## src/rtl/lut_breadboard_if.sv

```systemverilog
// rtl/lut_breadboard_if.sv - programming bus and row stream bundle for lut_breadboard
interface lut_breadboard_if #(
  parameter int N_IN  = 4,
  parameter int N_OUT = 10,
  parameter int SEL_W = (N_OUT > 1) ? $clog2(N_OUT) : 1
);
  // truth-table programming bus
  logic                  prog_we;
  logic [SEL_W-1:0]      prog_sel;
  logic [(1<<N_IN)-1:0]  prog_tt;
  // evaluated row stream
  logic [N_OUT-1:0]      f;
  logic [N_IN-1:0]       out_idx;
  logic                  out_valid;
  logic                  out_ready;

  // host / bench side: programs tables, consumes rows
  modport master (
    output prog_we, prog_sel, prog_tt, out_ready,
    input  f, out_idx, out_valid
  );

  // breadboard side: holds tables, produces rows
  modport slave (
    input  prog_we, prog_sel, prog_tt, out_ready,
    output f, out_idx, out_valid
  );
endinterface

```

## src/rtl/lut_breadboard.sv

```systemverilog
// rtl/lut_breadboard.sv - runtime-programmable truth tables with live and sweep evaluation
module lut_breadboard #(
  parameter int N_IN  = 4,
  parameter int N_OUT = 10,
  parameter int SEL_W = (N_OUT > 1) ? $clog2(N_OUT) : 1
) (
  input  logic            i_clk,
  input  logic            i_rst,
  input  logic [N_IN-1:0] i_in_vec,
  input  logic            i_start,
  output logic            o_busy,
  output logic            o_done,
  lut_breadboard_if.slave bus
);

  localparam int DEPTH = 1 << N_IN;

  localparam logic [0:0] S_IDLE  = 1'b0;
  localparam logic [0:0] S_SWEEP = 1'b1;

  logic [DEPTH-1:0] r_tt [N_OUT];
  logic [0:0]       r_state;
  logic [N_OUT-1:0] r_f;
  logic [N_IN-1:0]  r_idx;
  logic             r_valid;
  logic             r_done;

  logic             w_sel_ok;
  logic             w_write;
  logic             w_go;
  logic             w_xfer;
  logic             w_last;
  logic             w_load;
  logic [N_IN-1:0]  w_idx_next;
  logic [N_OUT-1:0] w_f_next;

  // In sweep the presented index doubles as the row counter; the last row
  // is detected by compare, so the counter never needs to wrap.
  assign w_sel_ok = {{(32-SEL_W){1'b0}}, bus.prog_sel} < 32'(N_OUT);
  assign w_write  = (r_state == S_IDLE) && bus.prog_we && w_sel_ok;
  assign w_go     = (r_state == S_IDLE) && i_start && !bus.prog_we;
  assign w_xfer   = (r_state == S_SWEEP) && r_valid && bus.out_ready;
  assign w_last   = (r_idx == {N_IN{1'b1}});
  assign w_load   = (r_state == S_IDLE) || w_xfer;

  // Pick the index whose evaluation is loaded at the next edge
  always_comb begin
    w_idx_next = i_in_vec;
    if (w_go) begin
      w_idx_next = '0;
    end else if (w_xfer && !w_last) begin
      w_idx_next = r_idx + 1'b1;
    end
  end

  // Evaluate all functions at the chosen index from pre-write table contents
  always_comb begin
    w_f_next = '0;
    for (int k = 0; k < N_OUT; k++) begin
      w_f_next[k] = r_tt[k][w_idx_next];
    end
  end

  // Truth-table storage; writes only land in IDLE and are frozen during a sweep
  always_ff @(posedge i_clk) begin
    if (i_rst) begin
      for (int k = 0; k < N_OUT; k++) begin
        r_tt[k] <= '0;
      end
    end else if (w_write) begin
      r_tt[bus.prog_sel] <= bus.prog_tt;
    end
  end

  // Mode control, output row registers and the end-of-sweep done pulse
  always_ff @(posedge i_clk) begin
    if (i_rst) begin
      r_state <= S_IDLE;
      r_f     <= '0;
      r_idx   <= '0;
      r_valid <= 1'b0;
      r_done  <= 1'b0;
    end else begin
      r_done <= 1'b0;
      if (w_load) begin
        r_f   <= w_f_next;
        r_idx <= w_idx_next;
      end
      if (r_state == S_IDLE) begin
        if (w_go) begin
          r_state <= S_SWEEP;
          r_valid <= 1'b1;
        end
      end else if (w_xfer && w_last) begin
        r_state <= S_IDLE;
        r_valid <= 1'b0;
        r_done  <= 1'b1;
      end
    end
  end

  assign bus.f         = r_f;
  assign bus.out_idx   = r_idx;
  assign bus.out_valid = r_valid;
  assign o_busy        = (r_state == S_SWEEP);
  assign o_done        = r_done;

endmodule
```

## src/flat_wrapper.sv

```systemverilog
// flat-port wrapper written by rule: the top's interface ports become plain ports
module lut_breadboard_flat 
#(
  parameter int N_IN  = 4,
  parameter int N_OUT = 10,
  parameter int SEL_W = (N_OUT > 1) ? $clog2(N_OUT) : 1
)
  (i_clk, i_rst, i_in_vec, i_start, o_busy, o_done, bus_prog_we, bus_prog_sel, bus_prog_tt, bus_out_ready, bus_f, bus_out_idx, bus_out_valid);
  lut_breadboard_if #(.N_IN(N_IN), .N_OUT(N_OUT), .SEL_W(SEL_W)) bus_i ();
  input  logic i_clk;
  input  logic i_rst;
  input  logic [N_IN-1:0] i_in_vec;
  input  logic i_start;
  output logic o_busy;
  output logic o_done;
  input wire logic [$bits(bus_i.prog_we)-1:0] bus_prog_we;
  input wire logic [$bits(bus_i.prog_sel)-1:0] bus_prog_sel;
  input wire logic [$bits(bus_i.prog_tt)-1:0] bus_prog_tt;
  input wire logic [$bits(bus_i.out_ready)-1:0] bus_out_ready;
  output wire logic [$bits(bus_i.f)-1:0] bus_f;
  output wire logic [$bits(bus_i.out_idx)-1:0] bus_out_idx;
  output wire logic [$bits(bus_i.out_valid)-1:0] bus_out_valid;
  assign bus_i.prog_we = bus_prog_we;
  assign bus_i.prog_sel = bus_prog_sel;
  assign bus_i.prog_tt = bus_prog_tt;
  assign bus_i.out_ready = bus_out_ready;
  assign bus_f = bus_i.f;
  assign bus_out_idx = bus_i.out_idx;
  assign bus_out_valid = bus_i.out_valid;
  lut_breadboard #(.N_IN(N_IN), .N_OUT(N_OUT), .SEL_W(SEL_W)) u_core (.i_clk(i_clk), .i_rst(i_rst), .i_in_vec(i_in_vec), .i_start(i_start), .o_busy(o_busy), .o_done(o_done), .bus(bus_i));
endmodule
```

## config.mk

```make
export PLATFORM = sky130hd
export DESIGN_NAME = lut_breadboard_flat
export DESIGN_NICKNAME = d
export VERILOG_FILES = /design/src/rtl/lut_breadboard_if.sv /design/src/rtl/lut_breadboard.sv /design/src/flat_wrapper.sv
export SDC_FILE = /design/constraint.sdc
export NUM_CORES = 1
export LEC_CHECK = 0
export BUFFER_PORTS_ARGS = -buffer_cell sky130_fd_sc_hd__buf_2
export CAP_MARGIN = 20
export CORE_MARGIN = 2
export CORE_UTILIZATION = 45
export CTS_CLUSTER_DIAMETER = 200
export DETAILED_ROUTE_END_ITERATION = 8
export PLACE_DENSITY = 0.72
export SYNTH_ARGS = -nofsm -noshare
export SYNTH_HDL_FRONTEND = slang
export SYNTH_SLANG_ARGS = --single-unit
export TNS_END_PERCENT = 10
```

## constraint.sdc

```tcl
create_clock -name i_clk -period 3.7 [get_ports i_clk]
set_clock_uncertainty 0.1 [all_clocks]
set_input_delay 0.37 -clock i_clk [delete_from_list [all_inputs] [get_ports i_clk]]
set_output_delay 0.37 -clock i_clk [all_outputs]
set_load 0.01 [all_outputs]
```

# [Word level (Yosys, flattened, before mapping)]
# Memories as Yosys holds them, arrays and structs flattened.
# Index checks and enable logic that the tools add are counted.
[op_classes] addsub=1 n_lt_le_gt_ge=2 n_eq_ne=2 n_mux=37 bitwise=1 reduce_logical=15
[op_table] operator="binary-select mux 1 bit (select 4 bit)" count=10
[op_table] operator="two-way mux 1 bit" count=23
[op_table] operator="two-way mux 16 bit" count=1
[op_table] operator="OR reduction 16 bit" count=1
[op_table] operator="two-way mux 4 bit" count=3
[op_table] operator="logical AND 1 bit" count=8
[op_table] operator="less-than comparator 4 x 5 -> 1 bit, second input constant" count=1
[op_table] operator="adder 4 x 1 -> 4 bit, second input constant" count=1
[op_table] operator="== test 4 bit, second input constant" count=1
[op_table] operator="less-than comparator 4 bit, second input constant" count=1
[op_table] operator="logical NOT 1 bit" count=2
[op_table] operator="inequality test 2 bit, second input constant" count=1
[op_table] operator="AND reduction 2 bit" count=1
[op_table] operator="nonzero test 2 bit" count=1
[op_table] operator="OR reduction 2 bit" count=1
[op_table] operator="logical OR 1 bit" count=1
[op_table] operator="inverter 1 bit" count=1
[totals] register_bits=17 ramBits=160 inputBits=29 wordCells=64 memories=1
[memory_table] name="u_core.r_tt" depth=10 width=16 rd=10 rd_ports_with_merged_regs=0 write_ports=10 line_no="lut_breadboard.sv:21" source="logic [DEPTH-1:0] r_tt [N_OUT];"

# [Logic depth before layout (Yosys ltp)]
[depth] depth_word=8 mapped_depth=11 depth_no_buf=8

# [Worst setup path before layout]
# Ideal clock, no wire load.
[synth_path] path_kind="reg-to-reg" from="register u_core.r_idx[0], in the netlist u_core.bus.out_idx[0]" to="register u_core.r_f[5], in the netlist u_core.bus.f[5]" setup_time_ns=0.117 arrival_time_ns=2.440 required_time_ns=3.483 path_slack_ns=1.043 stages_incl_launch_ff=12 n_path_buf=3 path_cell_list="dfxtp_1 > ha_1 > and3_1 > buf_2 > or4_1 > and2_1 > buf_6 > buf_6 > a211o_1 > a32oi_1 > o211ai_1 > a22o_1"
[synth_via] elab_chain_len=7 word_cells_on_any_way=8 cone_classes="add/sub (1); eq/ne (1); mux (4); reduce/logical (2)"
[synth_rtl] item="start: declaration" line_no="lut_breadboard.sv:24" source="logic [N_IN-1:0] r_idx;"
[synth_rtl] item="start signal: assignment" line_no="lut_breadboard.sv:87" source="r_idx <= w_idx_next;"
[synth_rtl] item="branches (longest 3 deep; another with adder 4 x 1 -> 4 bit)"
[synth_rtl] item="two-way mux 4 bit *" line_no="lut_breadboard.sv:51" source="end else if (w_xfer && !w_last) begin"
[synth_rtl] item="two-way mux 4 bit *" line_no="lut_breadboard.sv:49" source="if (w_go) begin"
[synth_rtl] item="binary-select mux 1 bit (select 4 bit) *" line_no="lut_breadboard.sv:60" source="w_f_next[k] = r_tt[k][w_idx_next];"
[synth_rtl] item="two-way mux 1 bit (not written as such) *" line_no="lut_breadboard.sv:60"
[synth_rtl] item="end signal: assignment" line_no="lut_breadboard.sv:86" source="r_f <= w_f_next;"
[synth_rtl] item="end: declaration" line_no="lut_breadboard.sv:23" source="logic [N_OUT-1:0] r_f;"
# Every way passes the cells marked *. The select of a mux whose other input is x is not followed.
# A chain may end at the register's enable or synchronous reset.

# [Worst setup path in the final report]
[layout_path] from="register u_core.r_state, in the netlist u_core.o_busy" to="register u_core.r_f[9], in the netlist u_core.bus.f[9]"
[layout_via] elab_chain_len=7 word_cells_on_any_way=11 cone_classes="mux (4); bitwise (1); reduce/logical (6)"
[layout_rtl] item="start: declaration" line_no="lut_breadboard.sv:22" source="logic [0:0] r_state;"
[layout_rtl] item="start signal: assignment" line_no="lut_breadboard.sv:78" source="r_state <= S_IDLE;"
[layout_rtl] item="start signal: assignment" line_no="lut_breadboard.sv:91" source="r_state <= S_SWEEP;"
[layout_rtl] item="start signal: assignment" line_no="lut_breadboard.sv:95" source="r_state <= S_IDLE;"
[layout_rtl] item="logical AND 1 bit (2 in a row)" line_no="lut_breadboard.sv:42" source="assign w_xfer = (r_state == S_SWEEP) && r_valid && bus.out_ready;"
[layout_rtl] item="logical AND 1 bit" line_no="lut_breadboard.sv:51"
[layout_rtl] item="two-way mux 4 bit" line_no="lut_breadboard.sv:51"
[layout_rtl] item="two-way mux 4 bit" line_no="lut_breadboard.sv:49"
[layout_rtl] item="binary-select mux 1 bit (select 4 bit)" line_no="lut_breadboard.sv:60"
[layout_rtl] item="two-way mux 1 bit (not written as such)" line_no="lut_breadboard.sv:60"
# Several ways; a longest one is shown, not always the timed one. The select of a mux whose other input is x is not followed.

==> summary.txt <==
R2r endpoint: u_core.bus.f[9]$_SDFFE_PP0P_
Io pins: 46
Crit path max-delay family: simple AND/OR/NAND/NOR gates
Hold_buf cts: 0
Placed instance count: 990
Critical Path Sink Type: register
Row count: 49
Area leader, netlist: edfxtp_1
Hold Violations, Final: 0
Final period util: 83.3%
Crit path DAT: 3300 ps
PortBufs: 45
Setup CP Type: reg -> reg
Slowest-stage cell, CP: or3b_2
Antenna Violating Nets Remaining: 0
Diode count: 0
Slack of the worst reg-to-reg path: 620 ps
Worst r2r path cells: 8
Hold Path End: u_core.bus.out_idx[3]$_SDFFE_PP0P_
Clk_lat worst skew: 430 ps
CTS max path bufs: 2
Worst Max-Slew Pin Slew: 1090 ps
Hold path depth: 4
Worst reg2reg path startpoint: u_core.o_busy$_SDFF_PP0_
Largest net degree at the start of global routing: 52
Final non-filler cell total: 1,022
Remaining DRCs: 0
# setup viols final: 0
Vias in the first global route: 5,774
First drt pass iteration count: 5
First-pass GRT wire length: 32,600 um
Worst Hold Class: in -> reg
Crit-path max FO: 36
Crit path top cell by count: o211ai_1
# Post-CTS Setup Buffers: 0
Pre-CTS setup slack: 659 ps
Register area share after synthesis: 63.5%
Synthesis warning total: 0
Critical Path, Cell by Cell: or3b_2 -> o211ai_1 -> and2_2 -> buf_4 -> o21ai_0 -> o211ai_1 -> nand4_1 -> a22o_1
Post-CTS Resized: 0
Area contributors post-synth: edfxtp_1 59%, nor2_1 7.3%, dfxtp_1 4.2%
DRT iter0 DRCs: 783
Post-synthesis instance area: 8100 um2
Final setup TNS: 0 ps
Distinct cell type count after synthesis: 39
Clk sink count: 177
Root Driver: clkbuf_16
Worst path bufs/invs: 1
Area Overhead vs Synth: 13.0%
Yosys top cell area share: 59.3%
Fmax: 0.324 GHz
Clock transition at path regs: 60 ps
Post-DP Area: 8590 um2
Pins Over Slew Limit: 0
Peak VDD IR: 0.313 mV
Power Dens Cells: 486 nW/um2
Setup crit start kind: register
Slowest stage delay, CP: 560 ps
Fin worst setup slack: 618 ps
Die W: 138 um
Hold path startpoint: bus_out_ready
Initial antenna violation count: 0
Syn Inst Count: 747
Gr ovfl total: 0
Core area: 17,800 um2
Most frequent cells in the layout: 160 x edfxtp_1, 157 x nor2_1, 45 x buf_2
Crit path depth: 8
Chip Height: 138 um
Most common cell after layout, fill and taps aside: edfxtp_1
Placer Congestion: 0.823
Syn_nets: 777
Slew headroom: 27.6%
GRT Util Overall: 22.4%
RSZ-0062 raised after global routing: false
NumNets Final: 810
Starting density of the core: 45.4%
Lkg Pwr: 3.54 nW
Number of buffers created by CTS: 17
Data required, critical path: 3920 ps
Fraction of layout cells with a size suffix above 1: 13.1%
Die Area: 19,100 um2
DR vias/cell: 6.02
Max H-tree Level: 4
Mapped Avg Cell Area: 10.8 um2
Max-Cap Viols: 0
Worst setup path start: u_core.o_busy$_SDFF_PP0_
WL/cell: 21.1 um
Dpl hpwl: 12,800 um
Post-route design area: 9160 um2
Status: finished, final reports clean
Total Wirelength: 21,600 um
Crit path time final: 3080 ps
TritonCTS clock tree: done
Synth Register Bits: 177
Routed vias: 6,150
layer usage:
layer  GRT usage [%]  part of all wire [%]  up-vias
met5               0                     0        -
met1            29.7                    39     2986
li1                -                     -     2788
met3            3.95                   8.6       42
met2            37.4                    50      334
met4            8.11                   2.5        0
cells in the mapped netlist:
master,instances
edfxtp_1,160
nor2_1,157
clkbuf_1,43
a21oi_1,42
and3_1,40
o211ai_1,39
o21ai_0,39
a21o_1,37
nor3_1,36
nand2_1,34
inv_1,19
dfxtp_1,17
nand4_1,11
a22o_1,10
buf_2,9
nand2b_1,9
nand3_1,9
a211oi_1,4
nor2b_1,4
a32oi_1,3
and2_1,3
a211o_1,2
buf_1,2
buf_6,2
nor4bb_1,2
a21boi_0,1
a311o_1,1
a31o_2,1
a32o_1,1
ha_1,1
mux2_2,1
mux2i_1,1
nand3_2,1
nor3b_1,1
o211a_1,1
o221ai_1,1
or3b_2,1
or4_1,1
xor2_1,1
through the flow:
step	utilization [%]	power, mW	hold slack [ps]
final	51.3	4.45	232
after global routing	51.3	4.57	268
after CTS	51.3	4.46	220
after detailed placement	48.1	2.76	363
after global placement	48.1	2.75	358
after floorplan	-	2.60	422
report_power, final:
| part | total, mW | switching [mW] | internal, mW | leakage, nW |
|---|---|---|---|---|
| Combinational | 0.433 | 0.287 | 0.146 | 1.44 |
| Sequential | 2.29 | 0.0355 | 2.26 | 1.82 |
| Clock | 1.73 | 0.714 | 1.01 | 0.285 |
layout make-up:
class / count / area, um2
fill: 1591 / 8680
clock buffer: 28 / 549
timing repair buffer: 70 / 413
multi-input combinational: 495 / 2670
sequential: 177 / 5140
tap: 229 / 287
clock inverter: 4 / 23.8
inverter: 19 / 71.3
state kept, by name, summed over array words and instances (netlist names):
signal / cells
u_core.bus.out_valid: 1
u_core.r_tt: 160
u_core.o_done: 1
u_core.bus.f: 10
u_core.bus.out_idx: 4
u_core.o_busy: 1
how the worst max path moves through the flow:
stage | slack, ps | endpoint
final | 620 | u_core.bus.f[9]$_SDFFE_PP0P_
after CTS | 650 | u_core.bus.f[9]$_SDFFE_PP0P_
after floorplan | 1040 | u_core.bus.f[5]$_SDFFE_PP0P_
after global placement | 680 | u_core.bus.f[9]$_SDFFE_PP0P_
after global routing | 520 | u_core.bus.f[9]$_SDFFE_PP0P_
after detailed placement | 660 | u_core.bus.f[9]$_SDFFE_PP0P_
logic make-up after synthesis:
family,count (synthesis),synth area share (%)
fa+ha+maj,1,0.154
simple gates,309,17.5
buf+inv,75,3.80
flops,177,63.5
xor+xnor,1,0.108
mux,2,0.263
compound gates,182,14.7
worst reg2reg max path: stages (launching register included):
cell	delay [ps]
dfxtp_1	440
or3b_2	560
o211ai_1	150
and2_2	560
buf_4	480
o21ai_0	210
o211ai_1	120
nand4_1	150
a22o_1	220
Power figures use the tool's default switching activity.
